File: src/rtl/rtype_sequencer.sv
// Multi-cycle control FSM for the R-type execution path: fetches, decodes and
// sequences one instruction every four cycles until a programmed count is reached.
module rtype_sequencer #(
  parameter int PC_W  = 32,
  parameter int CNT_W = 8
) (
  input  logic             clock,
  input  logic             reset,
  input  logic             start,
  input  logic [CNT_W-1:0] num_instr,
  input  logic [31:0]      instr,
  output logic [PC_W-1:0]  pc,
  output logic [4:0]       rs_addr,
  output logic [4:0]       rt_addr,
  output logic [4:0]       rd_addr,
  output logic [3:0]       alu_ctrl,
  output logic             rf_we,
  output logic             busy,
  output logic             done,
  output logic             err
);

  typedef enum logic [2:0] {IDLE, FETCH, DECODE, EXEC, WB, DONE, ERROR} state_t;

  state_t           state;
  state_t           next_state;
  logic [31:0]      ir;
  logic [CNT_W-1:0] count;
  logic [CNT_W-1:0] num_latched;
  logic [CNT_W-1:0] count_inc;
  logic [4:0]       rs_held;
  logic [4:0]       rt_held;
  logic [4:0]       rd_held;
  logic [3:0]       alu_held;
  logic [3:0]       alu_dec;
  logic             funct_ok;
  logic             in_exec;

  assign count_inc = count + CNT_W'(1);
  assign in_exec   = (state == DECODE) || (state == EXEC) || (state == WB);

  always_comb begin
    funct_ok = 1'b1;
    alu_dec  = 4'b0000;
    case (ir[5:0])
      6'h24:   alu_dec = 4'b0000;
      6'h25:   alu_dec = 4'b0001;
      6'h20:   alu_dec = 4'b0010;
      6'h22:   alu_dec = 4'b0110;
      6'h2A:   alu_dec = 4'b0111;
      6'h27:   alu_dec = 4'b1100;
      default: funct_ok = 1'b0;
    endcase
  end

  always_ff @(posedge clock or posedge reset) begin
    if (reset) state <= IDLE;
    else       state <= next_state;
  end

  always_comb begin
    next_state = state;
    case (state)
      IDLE: begin
        if (start) next_state = (num_instr != '0) ? FETCH : DONE;
      end
      FETCH:  next_state = DECODE;
      DECODE: next_state = ((ir[31:26] != 6'd0) || !funct_ok) ? ERROR : EXEC;
      EXEC:   next_state = WB;
      WB:     next_state = (count_inc == num_latched) ? DONE : FETCH;
      DONE: begin
        if (!start) next_state = IDLE;
      end
      ERROR:   next_state = ERROR;
      default: next_state = IDLE;
    endcase
  end

  // Held copies keep the address/ALU outputs stable once the instruction retires.
  always_ff @(posedge clock or posedge reset) begin
    if (reset) begin
      pc          <= '0;
      ir          <= '0;
      count       <= '0;
      num_latched <= '0;
      rs_held     <= '0;
      rt_held     <= '0;
      rd_held     <= '0;
      alu_held    <= '0;
    end else begin
      case (state)
        IDLE: begin
          if (start && (num_instr != '0)) begin
            pc          <= '0;
            count       <= '0;
            num_latched <= num_instr;
          end
        end
        FETCH: ir <= instr;
        DECODE: begin
          rs_held  <= ir[25:21];
          rt_held  <= ir[20:16];
          rd_held  <= ir[15:11];
          alu_held <= alu_dec;
        end
        WB: begin
          pc    <= pc + PC_W'(4);
          count <= count_inc;
        end
        default: ;
      endcase
    end
  end

  always_comb begin
    busy     = (state == FETCH) || in_exec;
    done     = (state == DONE);
    err      = (state == ERROR);
    rf_we    = (state == WB) && (ir[15:11] != 5'd0);
    rs_addr  = in_exec ? ir[25:21] : rs_held;
    rt_addr  = in_exec ? ir[20:16] : rt_held;
    rd_addr  = in_exec ? ir[15:11] : rd_held;
    alu_ctrl = in_exec ? alu_dec : alu_held;
  end

endmodule
File: config.mk
export PLATFORM = sky130hd
export DESIGN_NAME = rtype_sequencer
export DESIGN_NICKNAME = d
export VERILOG_FILES = /design/src/rtl/rtype_sequencer.sv
export SDC_FILE = /design/constraint.sdc
export NUM_CORES = 1
export LEC_CHECK = 0
export BUFFER_PORTS_ARGS = -buffer_cell sky130_fd_sc_hd__clkbuf_2
export CORE_MARGIN = 4
export CORE_UTILIZATION = 59
export DETAILED_ROUTE_END_ITERATION = 8
export PLACE_DENSITY_LB_ADDON = 0.12
export SYNTH_ARGS = -nofsm -noshare
export SYNTH_HDL_FRONTEND = slang
export SYNTH_SLANG_ARGS = --single-unit
File: constraint.sdc
create_clock -name clock -period 6.3 [get_ports clock]
set_input_delay 0.315 -clock clock [delete_from_list [all_inputs] [get_ports clock]]
set_output_delay 0.315 -clock clock [all_outputs]
set_load 0.005 [all_outputs]
==> flow_summary.yaml <==
setup_path:
  crit_chain: "inv_2, nor3_2, a21oi_2, mux2_2, clkbuf_2"
  critical_path.max_stage_delay_ps: 880
  arrival_ps: 2640
  kind_of_cell_adding_the_most_delay_to_the_critical_path: "compound AO/OA/AOI/OAI gates"
  worstSetupStartpointType: "flop"
  timing_worst_setup_path_type: "reg2out"
  timing.critical_path.slowest_stage_cell: "a21oi_2"
  critPathRequiredTime_ps: 5980
  worstPathBufferInverterCount: 2
  worst_setup_path_end_kind: "output port"
  worstPathMaxFanout: 24
global_route:
  grt_pass1_vias: 3350
  grt_max_degree: 75
  track_usage_pct: 21.3
  grt_antenna_before_repair: 0
  first_pass_grt_wire_length_um: 15600
  grt_overflow: 0
drt:
  drtAntennaViolNets: 0
  drt-wirelength-per-cell_um: 15.8
  wl_final_um: 9470
  drt_iter0_markers: 180
  route.detailed.drc: 0
  drt-vias-per-instance: 5.76
  vias: 3452
  drt_first_pass_iters: 4
timing:
  slew_headroom_pct: 20.5
  clock-skew-final_ps: 12.7
  final_count_of_hold_timing_violations: 0
  total_count_of_max_transition_violations_in_the_final_report: 0
  setup_viol: 0
  worst_slew_pin_slew_ps: 1190
  max_freq_mhz: 339
  finalCriticalPeriod_ps: 2950
  min_period_over_period_pct: 46.9
  setup-tns-final_ps: 0
  grt_setup_unrepaired: "no"
finish:
  final_nets: 541
  most_frequent_cells_in_the_layout: "dfrtp_1 (95), clkbuf_2 (90), mux2_2 (63), nand2_1 (41), o21ai_0 (33)"
  mostFrequentLayoutCell: "dfrtp_1"
  design_area_mm2: 0.00536
  area.growth.synth_to_final_pct: 16.0
  num_antenna_cells: 0
  final_cells: 599
  fraction_of_layout_instances_using_a_drive_strength_above_1_pct: 36.8
clock_network:
  clock_sinks: 95
  tritoncts: "built"
  post_cts.repair.setup_buffers: 0
  cts_htree_levels: 3
  clk_root_buffer_cell: "clkbuf_8"
  hold_buf_count_cts: 1
  path_clk_slew_ps: 90
  worst_skew_pair.late_latency_ps: 340
  post_cts_resized: 0
  cts.path.max_buffers: 2
  cts_buffers: 9
power_and_ir_drop:
  p_leak_uw: 0.00243
  design_power_total_uw: 2400
  vdd_ir_drop_max_uv: 281
  power-per-cell-area_mw_per_mm2: 449
yosys:
  netlist_area_mm2: 0.00462
  synth_largest_area_cell: "dfrtp_1"
  synthesis.area_per_instance_um2: 11.3
  fraction_of_synthesis_flops_using_an_asynchronous_set_or_reset_pin_pct: 100
  synth_seq_cells: 95
  ys.warnings.count: 0
  synth_compound_area_share_pct: 10.4
  synthDominantCellAreaShare_pct: 51.5
  post_synth_and_or_nand_nor_area_fraction_pct: 14.8
  synth_edf_count: 0
  yosys.area_share.adder_pct: 0.759
  synth.yosys.seq_area_share_pct: 51.5
  yosys_most_used_dff: "dfrtp_1"
  post_synth_xor_area_fraction_pct: 2.28
  ys_types: 50
  postSynthCellCount: 409
  synth.mux.area_fraction_pct: 17.1
  combinational_family_with_the_most_area_after_synthesis: "multiplexers"
  synthTopCellsByArea: "dfrtp_1 (52%), mux2_2 (15%), o21ai_0 (3.6%)"
worst_hold_path:
  hold_class: "in2reg"
place:
  placedInstanceArea_mm2: 0.00510
  place.detailed.hpwl_um: 6570
  port_buffers: 90
  dpl.cell_count: 583
  routabilityCongestion: 0.812
floorplan:
  chipHeight_um: 96.5
  start_util_pct: 62.3
  std_cell_rows: 31
  num_io_pins: 98
  die-area_mm2: 0.00930
  core_mm2: 0.00741
  die_span_x_um: 96.5
job:
  cap_viol_max_count: 0
run_status:
  outcome: "complete, no violations"
[layout make-up]
cell class / instances / area (um2)
clock inverter: 5 / 106
tap: 99 / 124
clock buffer: 10 / 138
inverter: 7 / 27.5
timing repair buffer: 94 / 483
multi-input combinational: 289 / 2100
fill: 557 / 2050
sequential: 95 / 2380
[state kept, by name, summed over array words and instances, names as in the netlist]
name         flops
rt_held          5
pc              30
rd_held          5
state            3
rs_held          5
alu_held         4
ir              27
num_latched      8
count            8
[layer usage]
metal / global-route usage, % / wire [um]
met4: 6.43 / 98
met3: 4.57 / 597
met1: 28.2 / 4090
met2: 35.5 / 4690
met5: 0 / 0
[where the power goes]
part | total, uW | internal [uW] | switching (uW) | leakage (uW)
sequential | 1030 | 835 | 195 | 0.00120
clock | 477 | 273 | 204 | 0.000119
combinational | 897 | 483 | 414 | 0.00111
total | 2400 | 1590 | 813 | 0.00243
[final timing paths]
| check | start | to | slack, ps | cells after the start |
|---|---|---|---|---|
| min in group asynchronous | reset | pc[28] | 470 | 3 |
| max reg2reg | state[0] | state[2] | 3890 | 4 |
| min | instr[31] | ir[31] | 200 | 2 |
| min reg2reg | alu_held[1] | alu_held[1] | 480 | 2 |
| max | state[2] | rd_addr[1] | 3350 | 5 |
| max in group asynchronous | reset | ir[29] | 4570 | 4 |
[kinds of logic (layout without fill, tap and decap cells)]
family	Yosys count	after routing
buf+inv	26	116
fa+ha+maj	3	3
xor+xnor	12	12
compound gates	74	74
simple gates	127	127
mux	71	71
flops	95	95
other cells	1	2
[cells in the mapped netlist (all sizes together) (2+ instances only)]
cell type and number:
a21oi 3, a31oi 2, and2 3, and3 6, and4 3, buf 15
clkbuf 4, dfrtp 95, ha 2, inv 7, mux2 64, mux2i 7
nand2 41, nand2b 6, nand3 30, nand4 8, nor2 14, nor3 6
nor4 2, o211ai 13, o21ai 34, o31ai 14, or3 2, or4 3
xnor2 3, xor2 9
[through the flow]
| stage | hold WS (ps) | utilization [%] | setup slack (ps) |
|---|---|---|---|
| after CTS | 186 | 72.3 | 3310 |
| final | 198 | 72.3 | 3350 |
| after global placement | 292 | 68.9 | 3710 |
| after floorplan | 432 | - | 3510 |
| after detailed placement | 286 | 68.9 | 3710 |
| after global routing | 185 | 72.3 | 3180 |
Power figures use the tool's default switching activity.
